## config.mk

```make
export PLATFORM = sky130hd
export DESIGN_NAME = vga_display_data_bank
export DESIGN_NICKNAME = d
export VERILOG_FILES = /design/src/rtl/vga_display_data_bank.sv
export SDC_FILE = /design/constraint.sdc
export NUM_CORES = 1
export LEC_CHECK = 0
export CORE_MARGIN = 8
export CORE_UTILIZATION = 40
export DETAILED_ROUTE_END_ITERATION = 6
export RECOVER_POWER = 50
export SLEW_MARGIN = 20
export SYNTH_ARGS = -nofsm -noshare
export SYNTH_HDL_FRONTEND = slang
export SYNTH_SLANG_ARGS = --single-unit
```

## constraint.sdc

```tcl
create_clock -name CLK -period 1.8 [get_ports CLK]
set_input_delay 0.18 -clock CLK [delete_from_list [all_inputs] [get_ports CLK]]
set_output_delay 0.18 -clock CLK [all_outputs]
set_load 0.01 [all_outputs]
```

## src/rtl/vga_display_data_bank.sv

```systemverilog
// Display data store for the VGA pointer path. Optional shadow bank (VGA_SHADOW_BUFFER_EN) refreshed at VSync start.
// Latency: read data 1 clk after MemAddrIN; WrAck 1 clk after acceptance; shadow refresh takes 2**AW clks.
// Backpressure: WrReq is held by the producer; it is not accepted while WrAck is high or while the copy runs.
module vga_display_data_bank #(
    parameter int AW        = 4,
    parameter int DW        = 8,
    parameter bit VSYNC_POL = 1'b0
) (
    input  logic          CLK,
    input  logic          RESET,
    input  logic          WrReq,
    input  logic [AW-1:0] WrAddr,
    input  logic [DW-1:0] WrData,
    output logic          WrAck,
    input  logic [AW-1:0] MemAddrIN,
    output logic [DW-1:0] MemDataOut,
    input  logic          VSync,
    output logic          Busy,
    output logic          CopyDone
);

    localparam int DEPTH = 2**AW;

    logic [DW-1:0] working [DEPTH];
    logic          wr_accept;

`ifdef VGA_SHADOW_BUFFER_EN

    typedef enum logic {
        IDLE = 1'b0,
        COPY = 1'b1
    } state_t;

    state_t        state, state_nxt;
    logic [AW-1:0] idx, idx_nxt;
    logic          vsync_q;
    logic          vsync_start;
    logic          last_idx;
    logic [DW-1:0] shadow [DEPTH];

    // Only the inactive-to-active transition starts a refresh; a held level does not.
    assign vsync_start = (VSync == VSYNC_POL) && (vsync_q != VSYNC_POL);
    assign last_idx    = (idx == AW'(DEPTH - 1));

    always_comb begin
        state_nxt = state;
        idx_nxt   = idx;
        wr_accept = 1'b0;
        Busy      = 1'b0;
        CopyDone  = 1'b0;
        case (state)
            IDLE: begin
                wr_accept = WrReq && !WrAck;
                if (vsync_start) begin
                    state_nxt = COPY;
                end
            end
            COPY: begin
                Busy    = 1'b1;
                idx_nxt = idx + AW'(1);
                if (last_idx) begin
                    CopyDone  = 1'b1;
                    state_nxt = IDLE;
                end
            end
            default: state_nxt = IDLE;
        endcase
    end

    always_ff @(posedge CLK) begin
        if (RESET) begin
            state      <= IDLE;
            idx        <= '0;
            vsync_q    <= ~VSYNC_POL;
            WrAck      <= 1'b0;
            MemDataOut <= '0;
            for (int i = 0; i < DEPTH; i++) begin
                working[i] <= '0;
                shadow[i]  <= '0;
            end
        end else begin
            state      <= state_nxt;
            idx        <= idx_nxt;
            vsync_q    <= VSync;
            WrAck      <= wr_accept;
            MemDataOut <= shadow[MemAddrIN];
            if (wr_accept) begin
                working[WrAddr] <= WrData;
            end
            // Writes are locked out during COPY, so working is stable for the whole copy.
            if (state == COPY) begin
                shadow[idx] <= working[idx];
            end
        end
    end

`else

    logic unused_vsync;

    assign unused_vsync = VSync;
    assign wr_accept    = WrReq && !WrAck;
    assign Busy         = 1'b0;
    assign CopyDone     = 1'b0;

    always_ff @(posedge CLK) begin
        if (RESET) begin
            WrAck      <= 1'b0;
            MemDataOut <= '0;
            for (int i = 0; i < DEPTH; i++) begin
                working[i] <= '0;
            end
        end else begin
            WrAck      <= wr_accept;
            MemDataOut <= working[MemAddrIN];
            if (wr_accept) begin
                working[WrAddr] <= WrData;
            end
        end
    end

`endif

endmodule

```

Yosys cells after proc, flatten, opt, wreduce, memory -nomap -nowiden
Memories as Yosys holds them, arrays and structs flattened. A register that Yosys moved wholly into a read port is not among the register bits.
Index checks and enable logic that the tools add are counted.
- muxes and demuxes: 8
- reductions and logical operators: 3
- operators by type and width (kind ; count):
    2-to-1 mux 8 bit ; 1
    OR reduction 8 bit ; 1
    2-to-1 mux 1 bit ; 6
    2-to-1 mux 4 bit ; 1
    logical AND 1 bit ; 1
    logical NOT 1 bit ; 1
- bits in registers: 1
- memory bits (writable): 128
- bits of input ports: 20
- output and inout port bits: 11
- logic and storage cells: 13
- memories kept: 1
- memory list (name ; words ; bits a word ; rd ports ; clocked after memory_dff ; wr ports ; line ; source):
    working ; 16 ; 8 ; 1 ; 1 ; 16 ; 24 ; logic [DW-1:0] working [DEPTH];

Depth between registers and ports, before layout
- depth after elaboration: 7
- mapped depth: 7
- gate-level depth less buffers: 4

Worst setup path before layout
Ideal clock, no wire load.
- path kind: register to register
- start: register WrAck
- end: memory working[0][0], enable pin
- arrival time: 1.474 ns
- data required time: 1.491 ns
- setup slack: 0.017 ns
- cell stages (with the launch flop): 5
- buffers on the path: 0
- path through: dfxtp_1 nor3b_4 or3b_4 nor3_4 or2_2
- RTL lines (what ; line ; source):
    start, declared ; 14 ; output logic WrAck,
    start signal, assigned ; 114 ; WrAck <= wr_accept;
    end, declared ; 24 ;

==> Implementation_results.wiki <==
{| class="wikitable"
! Metric !! Value
|-
| Htree depth || 4
|-
| Insertion delay of the later-clocked pin in the worst-skew pair || 0.42 ns
|-
| Root cell of the clock tree || sky130_fd_sc_hd__clkbuf_16
|-
| Critical R2R Launch || WrAck
|-
| Clock buffer count from CTS || 17
|-
| Routability-driven placement congestion ratio || 0.781
|-
| Vias per Instance || between 4 and 5
|-
| Wire length of the first global-routing pass || 21500 um
|-
| Post-synthesis cell area || 6250 um2
|-
| Min-delay src || WrReq
|-
| DP Wirelength || 9770 um
|-
| Final number of max-transition violations || 0
|-
| Area post-placement || 7010 um2
|-
| Leakage power of the design || ~2.9 nW
|-
| Gr usage total || 0.148
|-
| Sum of overflow across all layers after global routing || 0
|-
| Antenna diode count || 0
|-
| Initial antenna violation count || 0
|-
| Final sum of negative setup slack || 0 ns
|-
| Max clock buf depth || 2
|-
| Setup fix buffers added after clock tree synthesis || 0
|-
| Outcome || completed
|-
| First-pass detailed-route iteration total || 4
|-
| Flop and latch count out of synthesis || 137
|-
| Worst Setup Path Type || reg2reg
|-
| Max IR drop VDD || 0.000653 V
|-
| Synth-to-layout area growth || 20.4%
|-
| Highest Clock Rate || 577 MHz
|-
| Count leader, synth || sky130_fd_sc_hd__and2_1
|-
| Number of DRC markers in iteration 0 || 261
|-
| Relative max-transition margin || 0.634
|-
| Layout Skew || 0.00612 ns
|-
| Largest cells by area after synthesis || sky130_fd_sc_hd__edfxtp_1 (62%), sky130_fd_sc_hd__and2_1 (13%), sky130_fd_sc_hd__mux2i_1 (8.3%)
|-
| Worst path arrival time || 1.85 ns
|-
| Post-synthesis cell count || 450
|-
| CTS tree || built
|-
| Fillers || 1326
|-
| Final standard cell utilization of the core || 0.493
|-
| DRC Markers || 0
|-
| # nets final || 537
|-
| Fraction of final layout cells sized beyond drive strength 1 || 0.174
|-
| Average instance area after synthesis || around 14 um2
|-
| Power per cell area || 989 nW/um2
|-
| Via count of the routed design || 3628
|-
| CP Data Required Time || 1.92 ns
|-
| Total area of multi-input combinational cells || 2100 um2
|-
| Starting density of the core || 0.410
|-
| Critical path launch point || WrAck
|-
| Sequential cell area in the final layout || 4020 um2
|-
| Least-Margin Pin Slew || 0.549 ns
|-
| Worst min-delay path class || in2reg
|-
| Yosys cell types || 28
|-
| Critical Path Fanout Max || 8
|-
| Core Box Area || 15300 um2
|-
| Area of the die || around 20000 um2
|-
| Part of the Yosys area used for sequential elements || 0.644
|-
| Input/output buffers || 27
|-
| Proportion of register bits with asynchronous set or reset after synthesis || 0
|-
| Worst Setup Start Kind || flop
|-
| Horizontal die dimension || between 100 and 150 um
|-
| Most common library cells after synthesis || sky130_fd_sc_hd__and2_1 (129), sky130_fd_sc_hd__edfxtp_1 (128), sky130_fd_sc_hd__mux2i_1 (52)
|-
| Final critical-path share of the clock period || 0.963
|-
| Number of I/O pins || 31
|-
| RSZ-0062 raised after global routing || no
|-
| Synth warn || 0
|-
| Site Rows || 45
|-
| Kind of capture point of the worst setup path || flop
|-
| Clock input transition at the sequential cells of the worst setup and hold paths || 0.06 ns
|-
| Area fraction of the dominant cell type after synthesis || 0.615
|-
| Via count of the first global-routing pass || between 3000 and 4000
|-
| Setup slack of the worst register-to-register path || 0.07 ns
|-
| Setup-failing EPs final || 0
|-
| Sinks on the clock net || 137
|-
| Synth area leader || sky130_fd_sc_hd__edfxtp_1
|-
| Pin count of the biggest net entering global routing || 26
|-
| Total routed wirelength || between 10000 and 15000 um
|-
| Number of synthesized flops with an enable pin || between 100 and 150
|-
| Wire per inst || between 15 and 20 um
|-
| Maxcap violations || 0
|-
| Most used flip-flop cell after synthesis || sky130_fd_sc_hd__edfxtp_1
|-
| Final Hold Viols || 0
|-
| Antenna-violating nets left || 0
|-
| Final instance area || around 7500 um2
|-
| Die Y || 141 um
|-
| Fin crit period || roughly 1.7 ns
|}
metal layers:
metal	part of all wire	GRT usage	wire length, um
met1	0.45	0.177	6290
met2	0.50	0.257	7060
met3	0.030	0.0297	416
met4	0.018	0.0611	249
met5	0	0	0
placed cells by master (no fill, tap or decap), types with 13 or more instances in the layout:
master,netlist,routed
sky130_fd_sc_hd__and2_0,0,48
sky130_fd_sc_hd__mux2i_1,52,52
sky130_fd_sc_hd__nand3_1,13,13
sky130_fd_sc_hd__clkbuf_16,0,17
sky130_fd_sc_hd__or2_2,16,13
sky130_fd_sc_hd__and2_1,129,81
sky130_fd_sc_hd__edfxtp_1,128,128
sky130_fd_sc_hd__clkdlybuf4s50_1,0,16
sky130_fd_sc_hd__buf_4,6,34
sky130_fd_sc_hd__a22oi_1,25,25
power by group:
part | switching (mW) | internal (mW) | total, mW
sequential | 0.0411 | 3.62 | 3.66
clock | 1.31 | 1.89 | 3.21
combinational | 0.333 | 0.241 | 0.574
cell type report:
cell class                 instances  share of cell area
sequential                       137               0.535
multi-input combinational        287               0.279
timing repair buffer              73              0.0772
clock buffer                      17              0.0565
tap                              211              0.0351
clock inverter                    15              0.0168
inverter                           1            0.000499
timing repair:
| item | 4_1_cts | 5_1_grt |
|---|---|---|
| hold buffers | 0 | 0 |
| endpoints found under the hold margin | 0 | 0 |
| resized for setup | 1 | 2 |
| pin swaps | 0 | 1 |
| cloned | 0 | 0 |
| endpoints found under the setup margin | 8 | 32 |
logic make-up after synthesis:
group	synth area share
DFF	0.644
buffers and inverters	0.0218
muxes	0.105
and+or+nand+nor	0.194
other	0.000600
AOI/OAI and AO/OA	0.0350
critical path, cell delays in order, from the launching register on:
cell                      delay [ns]
sky130_fd_sc_hd__dfxtp_1        0.33
sky130_fd_sc_hd__nor3b_4        0.26
sky130_fd_sc_hd__or3b_4         0.49
sky130_fd_sc_hd__nor3_4         0.15
sky130_fd_sc_hd__or2_4          0.21
path summary, 6_finish.rpt:
kind	end	depth (start not counted)
worst max-delay path	working[0][5]	4
worst min-delay path	WrAck	2
worst max register to register	working[0][5]	4
worst min register to register	WrAck	1
per-stage QoR:
stage          worst slack (ns)  std cells  power (mW)  hold WS, ns
2_1_floorplan            0.0171        451        4.03        0.374
3_3_place_gp             -0.279        709        4.30        0.494
3_5_place_dp             -0.315        709        4.32        0.492
4_1_cts                  0.0299        741        7.51        0.365
5_1_grt                 0.00479        741        7.67        0.384
6_report                 0.0657        741        7.44        0.381
flip-flops by register name, summed over array words and instances, names as in the netlist:
signal      count
working       128
WrAck           1
MemDataOut      8
Power figures use the tool's default switching activity.
